`config.mk`:
```
export PLATFORM = sky130hd
export DESIGN_NAME = spi_xfer_control
export DESIGN_NICKNAME = d
export VERILOG_FILES = /design/src/rtl/spi_pkg.sv /design/src/rtl/spi_sync_fifo.sv /design/src/rtl/spi_xfer_control.sv
export SDC_FILE = /design/constraint.sdc
export NUM_CORES = 1
export LEC_CHECK = 0
export ABC_AREA = 1
export CAP_MARGIN = 10
export CORE_MARGIN = 2
export CORE_UTILIZATION = 42
export DETAILED_ROUTE_END_ITERATION = 8
export GPL_TIMING_DRIVEN = 1
export PLACE_DENSITY = 0.69
export SLEW_MARGIN = 30
export SYNTH_ARGS = -nofsm -noshare
export SYNTH_HDL_FRONTEND = slang
export SYNTH_HIERARCHICAL = 1
export SYNTH_SLANG_ARGS = --single-unit
```
`constraint.sdc`:
```
create_clock -name CLK -period 2.8 [get_ports CLK]
set_input_delay 0.28 -clock CLK [delete_from_list [all_inputs] [get_ports CLK]]
set_output_delay 0.28 -clock CLK [all_outputs]
set_load 0.01 [all_outputs]
```
`src/rtl/spi_pkg.sv`:
```
// Shared constants and types for the SPI transfer controller.
// Bit indices for CONTROL/STATUS and the sender load FSM states.
package spi_pkg;

    localparam int CTL_RX_DIS   = 0;
    localparam int CTL_TX_DIS   = 1;
    localparam int CTL_TXE_IE   = 2;
    localparam int CTL_RXD_IE   = 3;
    localparam int CTL_ERR_IE   = 4;
    localparam int CTL_HALT     = 5;
    localparam int CTL_TX_FLUSH = 6;
    localparam int CTL_RX_FLUSH = 7;

    localparam int ST_TX_FULL  = 0;
    localparam int ST_TX_EMPTY = 1;
    localparam int ST_RX_FULL  = 2;
    localparam int ST_RX_EMPTY = 3;
    localparam int ST_RX_OVF   = 4;
    localparam int ST_TX_OVF   = 5;
    localparam int ST_BUSY     = 6;
    localparam int ST_IRQ      = 7;

    localparam logic [7:0] STATUS_RST = 8'h0A;

    typedef enum logic [1:0] {
        S_IDLE,
        S_LOAD,
        S_WAIT_BUSY,
        S_WAIT_DONE
    } snd_state_e;

endpackage

```
`src/rtl/spi_sync_fifo.sv`:
```
// Show-ahead synchronous FIFO with flush and drop indication.
// Push and pop may coincide when full; flush beats push.
module spi_sync_fifo #(
    parameter int DATA_W = 8,
    parameter int DEPTH  = 4,
    localparam int PTR_W = $clog2(DEPTH),
    localparam int CNT_W = PTR_W + 1
) (
    input  logic              clk,
    input  logic              clr,
    input  logic              flush,
    input  logic              push,
    input  logic              pop,
    input  logic [DATA_W-1:0] wdata,
    output logic [DATA_W-1:0] rdata,
    output logic              full,
    output logic              empty,
    output logic [CNT_W-1:0]  level,
    output logic              drop
);

    logic [DATA_W-1:0] mem_q [DEPTH];
    logic [DATA_W-1:0] mem_d [DEPTH];
    logic [PTR_W-1:0]  wptr_q, wptr_d;
    logic [PTR_W-1:0]  rptr_q, rptr_d;
    logic [CNT_W-1:0]  cnt_q, cnt_d;
    logic              do_push;
    logic              do_pop;

    assign full    = (cnt_q == CNT_W'(DEPTH));
    assign empty   = (cnt_q == '0);
    assign level   = cnt_q;
    assign do_pop  = pop & ~empty;
    assign do_push = push & (~full | do_pop);
    assign drop    = push & full & ~do_pop & ~flush;
    assign rdata   = empty ? '0 : mem_q[rptr_q];

    always_comb begin
        mem_d  = mem_q;
        wptr_d = wptr_q;
        rptr_d = rptr_q;
        cnt_d  = cnt_q;
        if (flush) begin
            wptr_d = '0;
            rptr_d = '0;
            cnt_d  = '0;
        end else begin
            if (do_push) begin
                mem_d[wptr_q] = wdata;
                wptr_d        = wptr_q + PTR_W'(1);
            end
            if (do_pop) begin
                rptr_d = rptr_q + PTR_W'(1);
            end
            if (do_push & ~do_pop) begin
                cnt_d = cnt_q + CNT_W'(1);
            end else if (do_pop & ~do_push) begin
                cnt_d = cnt_q - CNT_W'(1);
            end
        end
    end

    always_ff @(posedge clk) begin
        if (clr) begin
            wptr_q <= '0;
            rptr_q <= '0;
            cnt_q  <= '0;
        end else begin
            wptr_q <= wptr_d;
            rptr_q <= rptr_d;
            cnt_q  <= cnt_d;
        end
        mem_q <= mem_d;
    end

endmodule

```
`src/rtl/spi_xfer_control.sv`:
```
// SPI transfer controller: host-side TX/RX FIFOs, sender load FSM,
// edge-detected receive capture, sticky errors and interrupt.
module spi_xfer_control
    import spi_pkg::*;
#(
    parameter int DATA_W = 8,
    parameter int DEPTH  = 4,
    parameter int CNT_W  = $clog2(DEPTH) + 1
) (
    input  logic              CLK,
    input  logic              CLR,
    input  logic [7:0]        CONTROL,
    input  logic              WRITE,
    input  logic [DATA_W-1:0] WDATA,
    input  logic              READ,
    output logic [DATA_W-1:0] RDATA,
    input  logic              STATUS_CLR,
    output logic [7:0]        STATUS,
    output logic [CNT_W-1:0]  TX_LEVEL,
    output logic [CNT_W-1:0]  RX_LEVEL,
    input  logic              SENDER_EMPTY_STATE,
    output logic              SENDER_WRITE,
    output logic [DATA_W-1:0] SENDER_DATA,
    output logic              TE,
    input  logic              RECEIVER_FULL_STATE,
    input  logic [DATA_W-1:0] RECEIVER_DATA,
    output logic              RECEIVER_READ,
    output logic              RE,
    output logic              IRQ
);

    snd_state_e        state_q, state_d;
    logic              te_q, te_d;
    logic              re_q, re_d;
    logic              rfs_q, rfs_d;
    logic              rx_ovf_q, rx_ovf_d;
    logic              tx_ovf_q, tx_ovf_d;
    logic              irq_q, irq_d;

    logic              tx_full, tx_empty, tx_drop, tx_pop;
    logic              rx_full, rx_empty, rx_drop;
    logic [DATA_W-1:0] tx_head;
    logic              snd_write;
    logic              capture;
    logic              busy;

    spi_sync_fifo #(.DATA_W(DATA_W), .DEPTH(DEPTH)) u_tx_fifo (
        .clk   (CLK),
        .clr   (CLR),
        .flush (CONTROL[CTL_TX_FLUSH]),
        .push  (WRITE),
        .pop   (tx_pop),
        .wdata (WDATA),
        .rdata (tx_head),
        .full  (tx_full),
        .empty (tx_empty),
        .level (TX_LEVEL),
        .drop  (tx_drop)
    );

    spi_sync_fifo #(.DATA_W(DATA_W), .DEPTH(DEPTH)) u_rx_fifo (
        .clk   (CLK),
        .clr   (CLR),
        .flush (CONTROL[CTL_RX_FLUSH]),
        .push  (capture),
        .pop   (READ),
        .wdata (RECEIVER_DATA),
        .rdata (RDATA),
        .full  (rx_full),
        .empty (rx_empty),
        .level (RX_LEVEL),
        .drop  (rx_drop)
    );

    // Only a fresh rising edge of the receiver flag is a new frame.
    assign capture       = RECEIVER_FULL_STATE & ~rfs_q & re_q & ~CLR;
    assign RECEIVER_READ = capture;

    always_comb begin
        state_d   = state_q;
        snd_write = 1'b0;
        tx_pop    = 1'b0;
        unique case (state_q)
            S_IDLE: begin
                if (te_q & ~tx_empty & SENDER_EMPTY_STATE) begin
                    state_d = S_LOAD;
                end
            end
            S_LOAD: begin
                if (tx_empty) begin
                    state_d = S_IDLE;
                end else begin
                    snd_write = 1'b1;
                    tx_pop    = 1'b1;
                    state_d   = S_WAIT_BUSY;
                end
            end
            S_WAIT_BUSY: begin
                if (!SENDER_EMPTY_STATE) begin
                    state_d = S_WAIT_DONE;
                end
            end
            S_WAIT_DONE: begin
                if (SENDER_EMPTY_STATE) begin
                    state_d = S_IDLE;
                end
            end
        endcase
    end

    assign SENDER_WRITE = snd_write;
    assign SENDER_DATA  = snd_write ? tx_head : '0;
    assign busy         = (state_q != S_IDLE) | ~tx_empty;

    always_comb begin
        te_d     = ~(CONTROL[CTL_TX_DIS] | CONTROL[CTL_HALT]);
        re_d     = ~(CONTROL[CTL_RX_DIS] | CONTROL[CTL_HALT]);
        rfs_d    = RECEIVER_FULL_STATE;
        rx_ovf_d = rx_drop | (rx_ovf_q & ~STATUS_CLR);
        tx_ovf_d = tx_drop | (tx_ovf_q & ~STATUS_CLR);
        irq_d    = (CONTROL[CTL_TXE_IE] & tx_empty)
                 | (CONTROL[CTL_RXD_IE] & ~rx_empty)
                 | (CONTROL[CTL_ERR_IE] & (rx_ovf_q | tx_ovf_q));
    end

    always_ff @(posedge CLK) begin
        if (CLR) begin
            state_q  <= S_IDLE;
            te_q     <= 1'b0;
            re_q     <= 1'b0;
            rfs_q    <= 1'b1;
            rx_ovf_q <= 1'b0;
            tx_ovf_q <= 1'b0;
            irq_q    <= 1'b0;
        end else begin
            state_q  <= state_d;
            te_q     <= te_d;
            re_q     <= re_d;
            rfs_q    <= rfs_d;
            rx_ovf_q <= rx_ovf_d;
            tx_ovf_q <= tx_ovf_d;
            irq_q    <= irq_d;
        end
    end

    assign TE  = te_q;
    assign RE  = re_q;
    assign IRQ = irq_q;

    always_comb begin
        STATUS              = '0;
        STATUS[ST_TX_FULL]  = tx_full;
        STATUS[ST_TX_EMPTY] = tx_empty;
        STATUS[ST_RX_FULL]  = rx_full;
        STATUS[ST_RX_EMPTY] = rx_empty;
        STATUS[ST_RX_OVF]   = rx_ovf_q;
        STATUS[ST_TX_OVF]   = tx_ovf_q;
        STATUS[ST_BUSY]     = busy;
        STATUS[ST_IRQ]      = irq_q;
    end

endmodule

```
Yosys cells after proc, flatten, opt, wreduce, memory -nomap -nowiden

Index checks and enable logic that the tools add are counted.

Bits in registers: 86
Input port bits: 31
Output and inout port bits: 35
Logic and storage cells: 135

Add/sub/neg operators: 8
$lt $le $gt $ge: 6
Equality and inequality tests: 8
Multiplexer cells: 26
Bitwise logic cells: 53
Reductions and logical operators: 13

Operator list:

| kind                                                      | number |
|---|---|
| 2-to-1 mux 8 bit                                          | 9 |
| bitwise mux 32 bit                                        | 2 |
| binary-select mux 8 bit (select 2 bit)                    | 2 |
| demux 8 bit (select 2 bit)                                | 2 |
| AND 1 bit                                                 | 24 |
| inverter 1 bit                                            | 15 |
| greater-or-equal comparator 3 bit (second input constant) | 4 |
| 2-to-1 mux 3 bit                                          | 4 |
| inverter 2 -> 3 bit                                       | 4 |
| bitwise OR 1 bit                                          | 10 |
| adder 2 x 1 -> 2 bit (second input constant)              | 4 |
| 2-to-1 mux 2 bit                                          | 4 |
| one-hot mux 2 bit (4 select lines)                        | 1 |
| adder 3 x 1 -> 3 bit (second input constant)              | 2 |
| equality test 3 bit (second input constant)               | 2 |
| zero test 3 bit                                           | 2 |
| < comparator 3 x 1 -> 1 bit (second input constant)       | 2 |
| inequality test 2 bit (second input constant)             | 3 |
| nonzero test 2 bit                                        | 3 |
| subtractor 3 x 1 -> 3 bit (second input constant)         | 2 |
| equality test 2 bit (second input constant)               | 2 |
| AND reduction 2 bit                                       | 2 |
| OR reduction 2 bit                                        | 2 |
| AND reduction 3 bit                                       | 1 |
| 4 further kinds                                           | 6 |

Logic depth before layout (Yosys ltp)

Gate-level depths: netlist (run 1).

Word-level depth: 10
Gate-level depth with buffers: 19
Depth with buffers taken out: 19

Hierarchy

The synthesis (run 1) kept the hierarchy.

Modules (own cells, without submodules):

| module           | times used | cells an instance | area an instance (um2) | sequential area each (um2) |
|---|---|---|---|---|
| spi_sync_fifo    | 2          | 166               | 1,736.7                | 1,101.1 |
| spi_xfer_control | 1          | 66                | 450.4                  | 160.2 |

Least setup slack after synthesis (run 1)

No wires, ideal clock.

Path type: flip-flop to flip-flop
Start: reg u_tx_fifo.cnt_q[0], in the netlist u_tx_fifo/level[0]
End: reg u_tx_fifo.cnt_q[2], in the netlist u_tx_fifo/level[2]
Setup time: 0.113 ns
Arrival: 2.423 ns
Required time: 2.687 ns
Path slack: 0.264 ns
Cell stages (with the launch flop): 20
Path buffers: 0
Clock period less this slack: 2.536 ns
Cell sequence: dfxtp_1 -> nor2_2 -> nand2_2 -> clkinv_1 -> inv_1 -> nand2_4 -> inv_1 -> inv_1 -> nand3_2 -> nand2_1 -> inv_1 -> ha_1 -> inv_1 -> fa_1 -> inv_1 -> nand2_1 -> nand3_1 -> nand2_1 -> nand2_1 -> nor2_1

Cells in the longest elaborated chain, start to end: 9
Elaborated cells between the ends (all ways): 18
Those cells by class: 2 x add/sub; 1 x eq/ne; 4 x mux; 9 x bitwise; 2 x reduce/logical

Ends and longest elaborated chain:

| what                                | line                   | source |
|---|---|---|
| from (decl)                         | spi_sync_fifo.sv:26    | `logic [CNT_W-1:0] cnt_q, cnt_d;` |
| from (signal assigned)              | spi_sync_fifo.sv:71    | `cnt_q <= cnt_d;` |
| zero test 3 bit *                   | spi_sync_fifo.sv:31    | `assign empty = (cnt_q == '0);` |
| via tx_empty                        | spi_xfer_control.sv:40 | `logic tx_full, tx_empty, tx_drop, tx_pop;` |
| 2-to-1 mux 1 bit * (2 in series)    | n/a                    |  |
| via SENDER_WRITE                    | spi_xfer_control.sv:22 | `output logic SENDER_WRITE,` |
| AND 1 bit *                         | spi_sync_fifo.sv:33    | `assign do_pop = pop & ~empty;` |
| bitwise OR 1 bit *                  | spi_sync_fifo.sv:34    | `assign do_push = push & (~full \| do_pop);` |
| AND 1 bit *                         | spi_sync_fifo.sv:34    |  |
| via u_tx_fifo.do_push               | spi_sync_fifo.sv:27    | `logic do_push;` |
| inverter 1 bit                      | spi_sync_fifo.sv:57    | `end else if (do_pop & ~do_push) begin` |
| AND 1 bit                           | spi_sync_fifo.sv:57    |  |
| nonzero test 2 bit (no source line) | n/a                    |  |

The timed path passes the listed nets; every way through them passes the cells marked *. The select of a mux whose other input is x is not followed.
A chain may end at the register's enable or synchronous reset.

Worst setup path after layout (run 1)

Start: reg u_tx_fifo.cnt_q[0], in the netlist u_tx_fifo/level[0]
End: reg u_tx_fifo.cnt_q[2], in the netlist u_tx_fifo/level[2]

Cells in the longest elaborated chain, start to end: 9
Elaborated cells between the ends (all ways): 18
Those cells by class: 2 x add/sub; 1 x eq/ne; 4 x mux; 9 x bitwise; 2 x reduce/logical

Ends and longest elaborated chain:

| what                                | line                   | source |
|---|---|---|
| zero test 3 bit                     | spi_sync_fifo.sv:31    |  |
| 2-to-1 mux 1 bit                    | spi_xfer_control.sv:90 | `if (tx_empty) begin` |
| 2-to-1 mux 1 bit                    | spi_xfer_control.sv:83 | `unique case (state_q)` |
| AND 1 bit                           | spi_sync_fifo.sv:33    |  |
| bitwise OR 1 bit *                  | spi_sync_fifo.sv:34    |  |
| AND 1 bit *                         | spi_sync_fifo.sv:34    |  |
| via u_tx_fifo.do_push               | spi_sync_fifo.sv:27    |  |
| inverter 1 bit                      | spi_sync_fifo.sv:57    |  |
| AND 1 bit                           | spi_sync_fifo.sv:57    |  |
| nonzero test 2 bit (no source line) | n/a                    |  |

Marks and branches as above.

==> reports/results.txt, run 1 <==
VDD IR max: 0.3130 mV
Final setup violation count: 0
CP max-delay cell: dfxtp_1
WL final: 7.890 mm
Clock Tree Root: clkbuf_8
Clock Latency Late Sink: 0.35 ns
Non-Filler Instances: 588
Mapped Cells: 398
Site Rows: 35
Most common cell after layout, fill and taps aside: nor2_1
Worst Path Required: 3.05 ns
Setup TNS: 0 ns
Outcome: complete, no violations
GPL Wtd Cong: 0.7778
Vias in the first global route: 2666
Clock Skew: 0.01085 ns
Period utilization: 88.45%
Adder-cell share of the synthesized area: 4.209%
DRC viols: 0
Post-CTS Setup Bufs: 0
Final hold violation count: 0
Max Freq: 0.4038 GHz
Num ports: 66
Yosys reg bits: 86
DIE AREA: 10130 um^2
Netlist cell types: 28
Clk buf depth: 2
Area Overhead vs Synth: 23.50%
Commonest cells after routing, fill and taps aside: nor2_1, clkdlybuf4s50_1, edfxtp_1
Compound-Gate Fraction of Synth Area: 8.259%
H-tree Lvls: 3
Fill cell count: 833
Cts hold-fix bufs: 0
First-pass GRT wire length: 12.54 mm
FF-to-FF setup slack: 0.32 ns
Die X: 100.7 um
Tmin final: 2.477 ns
HP Class: in2reg
Slew Viols, Final: 0
Synth Net Count: 441
Static leakage: 0.001792 uW
Reg clk slew, reported paths: 0.09 ns
Total iterations of the first detailed-routing run: 4
Initial antenna violation count: 0
Initial DRC count: 87
Overall routing resource usage: 16.32%
Largest cells by area after synthesis: edfxtp_1, dfxtp_1, nor2_1
PortBufs: 65
Placed cell count: 572
Crit-path max cell delay: 0.47 ns
Register area share after synthesis: 60.20%
Total vias in the final route: 2812
CP arrival: 2.73 ns
Die height: 100.7 um
Buf/Inv on CP: 7
Slew headroom: 74.45%
Total grt overflow: 0
CP Cell Sequence: nor2_2 > nand2_2 > clkinv_1 > inv_1 > nand2_4 > inv_1 > inv_1 > nand3_2 > nand2_1 > inv_1 > ha_1 > inv_1 > fa_1 > inv_1 > nand2_1 > nand3_1 > nand2_1 > nand2_1 > nor2_1
Design Area, Final: 4846 um^2
Worst Setup EP: u_tx_fifo/level[2]$_SDFFE_PP0P_
Proportion of synthesized area in mux cells: 0%
Pwr dens: 485.2 nW/um^2
TritonCTS clock tree: done
Placed instance area: 4667 um^2
Critical R2R Launch: u_tx_fifo/level[0]$_SDFFE_PP0P_
Levels on crit path: 19
Simple-Gate Fraction of Synth Area: 17.57%
Post-synth top area share: 48.98%
Crit-path max FO: 10
Layout Nets: 515
WS Path Type: reg2reg
Num CTS Buffers: 9
Synth Cell Area: 3924 um^2
Largest family of logic cells by synthesized area: simple AND/OR/NAND/NOR gates
Post-detail-place hpwl: 5.509 mm
Initial Util: 42.87%
R2R Path End: u_tx_fifo/level[2]$_SDFFE_PP0P_
Final ANT Viol Nets: 0
Routed vias/inst: 4.782
Clock Sinks: 86
Post-synthesis area per instance: 9.859 um^2
Setup crit start kind: flop
Max cap viols: 0
Layout cells sized above 1: 9.644%
Synth area leader: edfxtp_1
RSZ-0062 raised after global routing: no
Largest net degree at the start of global routing: 20
Inserted Diodes: 0
Crit path top cell by count: inv_1
Post-synthesis xor/xnor area fraction: 0.4464%
Register-to-Register Path Depth: 19
CP startpoint: u_tx_fifo/level[0]$_SDFFE_PP0P_
Measured slew at the worst slew-check pin: 0.3809 ns
Crit end category: flop
Core area: 9153 um^2
Syn. warnings: 6
Cell family with the largest share of critical-path delay: simple AND/OR/NAND/NOR gates
Drt wl/cell: 13.42 um
## synth_stat cells
| library cell | n |
|---|---|
| buf_4 | 10 |
| inv_2 | 1 |
| o21ai_1 | 18 |
| edfxtp_1 | 64 |
| nor2_1 | 103 |
| buf_12 | 2 |
| a21oi_2 | 1 |
| fa_1 | 2 |
| clkinv_1 | 4 |
| xor2_1 | 2 |
| inv_8 | 2 |
| nand3_2 | 2 |
| ha_1 | 10 |
| dfxtp_1 | 22 |
| nor2_2 | 2 |
| or2_2 | 1 |
| nand2_4 | 1 |
| nand2_1 | 37 |
| inv_1 | 44 |
| nand3_1 | 10 |
| nor3_1 | 4 |
| buf_2 | 2 |
| nand2_2 | 4 |
| buf_6 | 3 |
| a21oi_1 | 29 |
| nand3b_1 | 1 |
| nor2_4 | 1 |
| o21ai_0 | 16 |
## through the flow
| step | hold slack [ns] | utilization (%) | worst slack, ns | power, uW |
|---|---|---|---|---|
| floorplan | 0.3568 | - | 0.2641 | 1506 |
| global placement | 0.4496 | 50.99 | 0.4721 | 1598 |
| detailed placement | 0.4688 | 50.99 | 0.3542 | 1603 |
| CTS | 0.4482 | 52.93 | 0.1769 | 2386 |
| global route | 0.4609 | 52.95 | 0.1028 | 2455 |
| finish | 0.4662 | 52.95 | 0.3233 | 2351 |
## area by class of cell
| type | count | area, um^2 | share of cell area (%) |
|---|---|---|---|
| tap | 111 | 138.9 | 2.866 |
| clock inverter | 7 | 53.80 | 1.110 |
| timing repair buffer | 80 | 763.2 | 15.75 |
| multi-input combinational | 244 | 1196 | 24.68 |
| clock buffer | 9 | 123.9 | 2.556 |
| inverter | 51 | 206.4 | 4.260 |
| sequential | 86 | 2364 | 48.77 |
## where the power goes
group / internal (uW) / switching (uW)
Sequential: 1380 / 9.69
Combinational: 89.2 / 90.4
Clock: 331 / 448
## sequential cells by signal, summed over array words and instances, names as in the netlist, 2 cells and up, named ones only
name / flops
u_tx_fifo/rptr_q: 2
u_rx_fifo/mem_q: 32
u_rx_fifo/rptr_q: 2
u_tx_fifo/wptr_q: 2
u_rx_fifo/wptr_q: 2
u_tx_fifo/mem_q: 32
u_tx_fifo/level: 3
u_rx_fifo/level: 3
## per-layer routing
layer  track usage [%]  wire [um]
met2             29.59       4145
met5                 0          0
met4             5.163        122
met3             4.161        339
met1             18.77       3282
## worst min path at each step
| stage | start | to | cells after the start |
|---|---|---|---|
| 3_3_place_gp | u_rx_fifo/rptr_q[0]$_SDFFE_PP0P_ | u_rx_fifo/rptr_q[0]$_SDFFE_PP0P_ | 2 |
| 6_report | CONTROL[0] | RE$_SDFF_PP0_ | 2 |
| 2_1_floorplan | CONTROL[0] | RE$_SDFF_PP0_ | 1 |
| 3_5_place_dp | u_rx_fifo/rptr_q[0]$_SDFFE_PP0P_ | u_rx_fifo/rptr_q[0]$_SDFFE_PP0P_ | 2 |
| 5_1_grt | CONTROL[0] | RE$_SDFF_PP0_ | 2 |
| 4_1_cts | CONTROL[0] | RE$_SDFF_PP0_ | 2 |
## logic make-up (layout without fill, tap and decap cells)
group | Yosys count | count (layout)
and+or+nand+nor | 166 | 166
DFF | 86 | 86
buffers and inverters | 68 | 147
AOI/OAI and AO/OA | 64 | 64
adders and majority gates | 12 | 12
xor gates and xnor gates | 2 | 2
## timing repair
item | 4_1_cts | 5_1_grt
endpoints found under the hold margin | 0 | 0
endpoints found under the setup margin | 0 | 2
gates resized for setup | 0 | 1
No activity file was read; power rests on OpenSTA's default activity.
==> inputs of run 2 (changes only) <==
--- a/config.mk
+++ b/config.mk
@@ -12,7 +12,7 @@
 export DETAILED_ROUTE_END_ITERATION = 8
 export GPL_TIMING_DRIVEN = 1
 export PLACE_DENSITY = 0.69
-export SLEW_MARGIN = 30
+export SLEW_MARGIN = 20
 export SYNTH_ARGS = -nofsm -noshare
 export SYNTH_HDL_FRONTEND = slang
 export SYNTH_HIERARCHICAL = 1
==> results of run 2 <==
Same layout as run 1: the final DEF is identical, and so are final timing and power.
==> inputs of run 3 (changes only) <==
--- a/config.mk
+++ b/config.mk
@@ -17,3 +17,4 @@
 export SYNTH_HDL_FRONTEND = slang
 export SYNTH_HIERARCHICAL = 1
 export SYNTH_SLANG_ARGS = --single-unit
+export TNS_END_PERCENT = 100
==> results of run 3 <==
Same layout as run 1: the final DEF is identical, and so are final timing and power.
==> edit 1, RTL diff (settings of run 3) <==
Encoding of `snd_state_e`: now Gray code (2 bits for 4 states).
--- a/src/rtl/spi_pkg.sv
+++ b/src/rtl/spi_pkg.sv
@@ -23,10 +23,10 @@
     localparam logic [7:0] STATUS_RST = 8'h0A;
 
     typedef enum logic [1:0] {
-        S_IDLE,
-        S_LOAD,
-        S_WAIT_BUSY,
-        S_WAIT_DONE
+        S_IDLE      = 2'b00,
+        S_LOAD      = 2'b01,
+        S_WAIT_BUSY = 2'b11,
+        S_WAIT_DONE = 2'b10
     } snd_state_e;
 
 endpackage
Formal check against the unedited RTL: no difference found for any inputs over 4 cycles, from zero or initial values; so few cycles prove little.
==> edit 1 against run 3 <==
  * Clock power rose by 17%
  * Sequential cell count unchanged
  * Setup slack worse by 120 ps
  * Design area up 1.3%
  * Synthesized cell count increased by 1.8%
  * Area after synthesis rose by 0.54%
  * Global-route usage shrank 0.50 points
  * Total power rose by 6.2%
  * Routed wire length decreased by 1.1%
  * Die area rose by 0.52%
  * Critical path type is now reg -> out
  * Critical endpoint is now SENDER_DATA[2]
  * Highest routed layer unchanged
==> edit 1: results (changes against run 3) <==
[setup_path]
cp_top_family = buffers and inverters
arrival_ps = 2310  ; -420 ps
path_max_fanout = 9  ; -1
max_stage_delay_ps = 560  ; +90 ps
cpMaxStageDelayCell = clkdlybuf4s50_1

[clock_network]
cts.clk_slew.worst_paths_ps = 90  ; about the same
htree_levels = 3  ; unchanged
cts_setup_buffers = 0  ; unchanged
cts_buffers = 9  ; unchanged
worst_skew_pair.late_latency_ps = 350  ; about the same
cts-resized-gates = 0  ; unchanged
root_buffer = clkbuf_8
cts_buffer_depth = 2  ; unchanged

[place]
hpwlAfterDp_mm = 5.46  ; -0.93%
io_buffer_count = 65  ; unchanged
gp_routability_congestion = 0.733  ; -5.7%

[grt]
met1_usage = 0.189  ; +0.00132
use_met2 = 0.275  ; -0.0210
grt_max_degree = 19  ; -5.0%
track_usage = 0.158  ; -0.00501
use_met3 = 0.0368  ; -0.00485
antenna_found_initial = 0  ; unchanged
grt_pass1_wl_mm = 12.4  ; -1.3%
grt_pass1_vias = 2639  ; -1.0%

[yosys]
ys.flop_type = edfxtp_1
synth_warnings = 6  ; unchanged
synthesis.nets = 448  ; +1.6%
synth-edff-count = 64  ; unchanged
async_reset_ff_frac = 0  ; unchanged
synthDistinctLibCells = 28  ; unchanged
synth_area_leaders = edfxtp_1 49%, dfxtp_1 11%, nor2_1 9.5%
synthTopCellsByCount = 100 x nor2_1, 64 x edfxtp_1, 44 x inv_1, 43 x nand2_1, 30 x a21oi_1
yosysSeqAreaShare = 0.599  ; -0.00325

[sta]
final-hold-violation-count = 0  ; unchanged
final.setup_skew_ps = 9.31  ; -1.54 ps
relSlewSlack = 0.764  ; +0.0192

[power_and_ir_drop]
vdd_drop_max_v = 0.000279  ; -11%
p_leak_nw = 1.81  ; +1.2%

[min_path]
hold_path_class = reg -> reg

[finish]
drive_gt1_frac = 0.101  ; +0.00480
antennaDiodeCount = 0  ; unchanged
nNetsFinal = 522  ; +1.4%
reg_top3 = u_rx_fifo/mem_q (32), u_tx_fifo/mem_q (32)

[status]
outcome = finished clean

[route]
vias_per_cell = 4.85  ; +1.5%
first_iter_violations = 71  ; -18%
drc_errors = 0  ; unchanged
wl_per_cell_um = 13.1  ; -2.3%
first_pass_iters = 4  ; unchanged

edit 1: kinds of logic after synthesis:
family                     count (synthesis)  share of synthesized area
and+or+nand+nor                          171                      0.180
DFF                                       86                      0.599
buffers and inverters                     69                     0.0917
AOI/OAI and AO/OA                         65                     0.0837
adders and majority gates                 12                     0.0419
xor gates and xnor gates                   2                    0.00444
edit 1: metrics by stage:
step,std cells,area (µm²),utilization,hold slack [ps],worst slack [ps]
after global routing,595,4910,0.534,465,72.5
after detailed placement,579,4700,0.511,460,349
final,595,4910,0.534,471,208
after CTS,595,4900,0.533,462,139
after floorplan,405,3950,-,357,179
after global placement,579,4700,0.511,452,464
edit 1: layout make-up:
cell class / instances / area, µm²
Sequential cell: 86 / 2360
Inverter: 52 / 214
Clock inverter: 7 / 83.8
Multi-Input combinational cell: 250 / 1220
Clock buffer: 9 / 124
Tap cell: 111 / 139
Timing Repair Buffer: 80 / 763
Fill cell: 824 / 4290
edit 1: tightest hold or removal path, cell delays in order, from the launching register on:
cell     delay, ps
dfxtp_1        320
nand2_1         60
a21oi_1         50
edit 1: layer usage:
layer	part of all wire	wire length (µm)
met4	0.015	117
met5	0	0
met3	0.047	364
met1	0.44	3430
met2	0.50	3900
edit 1: power breakdown:
part	switching [mW]	internal, mW	leakage, nW
Sequential	0.0113	1.38	0.757
Combinational	0.0962	0.0941	0.952
Clock	0.479	0.431	0.103
Total	0.587	1.91	1.81
edit 1: worst paths after layout:
kind	startpoint	end	slack, ps	cells after the start
max	u_tx_fifo/level[0]	SENDER_DATA[2]	210	7
min	u_rx_fifo/rptr_q[0]	u_rx_fifo/rptr_q[0]	470	2
max reg2reg	u_tx_fifo/level[0]	u_tx_fifo/level[2]	340	17
min reg2reg	u_rx_fifo/rptr_q[0]	u_rx_fifo/rptr_q[0]	470	2
==> edit 2, RTL diff (settings of run 3) <==
Without the edit above. `DATA_W` is set to 8 in 2 places; all go to 12.
--- a/src/rtl/spi_sync_fifo.sv
+++ b/src/rtl/spi_sync_fifo.sv
@@ -1,7 +1,7 @@
 // Show-ahead synchronous FIFO with flush and drop indication.
 // Push and pop may coincide when full; flush beats push.
 module spi_sync_fifo #(
-    parameter int DATA_W = 8,
+    parameter int DATA_W = 12,
     parameter int DEPTH  = 4,
     localparam int PTR_W = $clog2(DEPTH),
     localparam int CNT_W = PTR_W + 1
--- a/src/rtl/spi_xfer_control.sv
+++ b/src/rtl/spi_xfer_control.sv
@@ -3,7 +3,7 @@
 module spi_xfer_control
     import spi_pkg::*;
 #(
-    parameter int DATA_W = 8,
+    parameter int DATA_W = 12,
     parameter int DEPTH  = 4,
     parameter int CNT_W  = $clog2(DEPTH) + 1
 ) (
Interface: changed (resized RDATA, RECEIVER_DATA, SENDER_DATA and WDATA); port bits go from 66 to 82. The function was not compared with the original's and may differ.
==> edit 2 against run 3 <==
  * Non-clock buffer count up 18
  * Design area up 39%
  * Count of clock-buffer cells in the layout up 12
  * Routed wire length up 44%
  * First-iteration DRC count up 120%
  * Synthesized cell count up 26%
  * Setup slack worse by 58 ps
  * Sequential cell count up 32
  * Total power up 88%
  * Area after synthesis up 32%
  * Hold slack worse by 49 ps
  * Final cell count up 32%
  * Critical path type is now reg -> out
==> edit 2: results (changes against run 3) <==
[status]
outcome = finished clean

[yosys]
synth_area_leaders = edfxtp_1 56%, nor2_1 9.4%, dfxtp_1 8.5%
yosysSeqAreaShare = 0.640  ; +0.0381
ys_seq_elements = 118  ; +37%
avgSynthCellArea_um2 = 10.3  ; +4.7%
synthDistinctLibCells = 23  ; -18%
synth_top_cell_area_share = 0.555  ; +0.0655
synth-edff-count = 96  ; +50%
synthTopCellsByCount = 130 x nor2_1, 96 x edfxtp_1, 51 x inv_1, 41 x nand2_1, 40 x a21oi_1
synthesis.nets = 554  ; +26%

[route]
drt-total-wl_mm = 11.4  ; +44%
wl_met2_mm = 5.97  ; +44%
met3WireLength_um = 472  ; +39%
first_iter_violations = 195  ; +120%

[finish]
nonClockBufferCount = 98  ; +23%
final_util = 0.560  ; +0.0303
drive_gt1_frac = 0.104  ; +0.00735
reg_top3 = u_rx_fifo/mem_q (48), u_tx_fifo/mem_q (48)
n_fill_cell = 1038  ; +25%
multi_input_area_share = 0.214  ; -0.0328
nNetsFinal = 645  ; +25%
n_clock_buffer = 21  ; +12
final_cells = 775  ; +32%
multi_input_gates = 304  ; +25%
buf_share = 0.139  ; -0.0185
inverters = 55  ; +7.8%
clockNetworkAreaShare = 0.0919  ; +0.0553

[clock_network]
root_buffer = clkbuf_16
worst_skew_pair.late_latency_ps = 410  ; +60 ps
cts_buffers = 17  ; +8
cts.clk_slew.worst_paths_ps = 50  ; -40 ps
htree_levels = 4  ; +1

[power_and_ir_drop]
pwr-share-seq = 0.437  ; -0.155
combinationalPowerShare = 0.048  ; -0.028
seq-power_mw = 1.93  ; +39%
p_leak_nw = 2.45  ; +37%
p_sw_mw = 0.830  ; +51%
vdd_drop_max_v = 0.000480  ; +53%

[place]
dpl_cell_area_mm2 = 0.00613  ; +31%
gp_routability_congestion = 0.758  ; -2.5%
pre_cts_ws_ps = 441  ; +86.9 ps
hpwlAfterDp_mm = 7.30  ; +32%
placedCellCount = 743  ; +30%

[grt]
track_usage = 0.183  ; +0.0198
grt_pass1_vias = 3815  ; +43%
grt_pass1_wl_mm = 18.3  ; +46%
met1_usage = 0.208  ; +0.0206
use_met2 = 0.325  ; +0.0296

[setup_path]
path_max_fanout = 14  ; +4
arrival_ps = 2250  ; -480 ps
startpoint = u_rx_fifo/level[0]
cp_top_family = buffers and inverters
cpMaxStageDelayCell = clkdlybuf4s50_1

[sta]
fin_hold_ws_ps = 417  ; -49.4 ps
final.setup_skew_ps = 7.18  ; -3.68 ps

[min_path]
holdCritStartpoint = CONTROL[0]

==> edit 2: cells by family after synthesis <==
kind of cell	synth area share
AND/OR/NAND/NOR	0.158
AO/OA/AOI/OAI	0.0887
buffers and inverters	0.0815
adder cells (fa/ha/maj)	0.0318
flip-flops	0.640
==> edit 2: worst max path at each step <==
stage                     endpoint  slack (ps)  cells past startpoint
4_1_cts                   RDATA[3]          30                      6
6_report                  RDATA[7]         270                      5
5_1_grt                   RDATA[7]          60                      5
3_5_place_dp    u_tx_fifo/level[2]         440                     19
2_1_floorplan  u_tx_fifo/mem_q[36]         160                     14
3_3_place_gp              RDATA[6]         540                      6
==> edit 2: worst register-to-register path: stages (launching register included) <==
cell and delay (ps):
dfxtp_1 430, nor2_1 110, nand2_1 120, inv_1 60, inv_1 60, nand2_2 50, inv_1 120, inv_1 70
nand3_2 110, nand2_1 70, inv_1 80, ha_1 170, inv_1 70, fa_1 380, inv_1 60, nand2_1 40
nand3_1 80, nand2_1 60, nand2_1 60, nor2_1 40
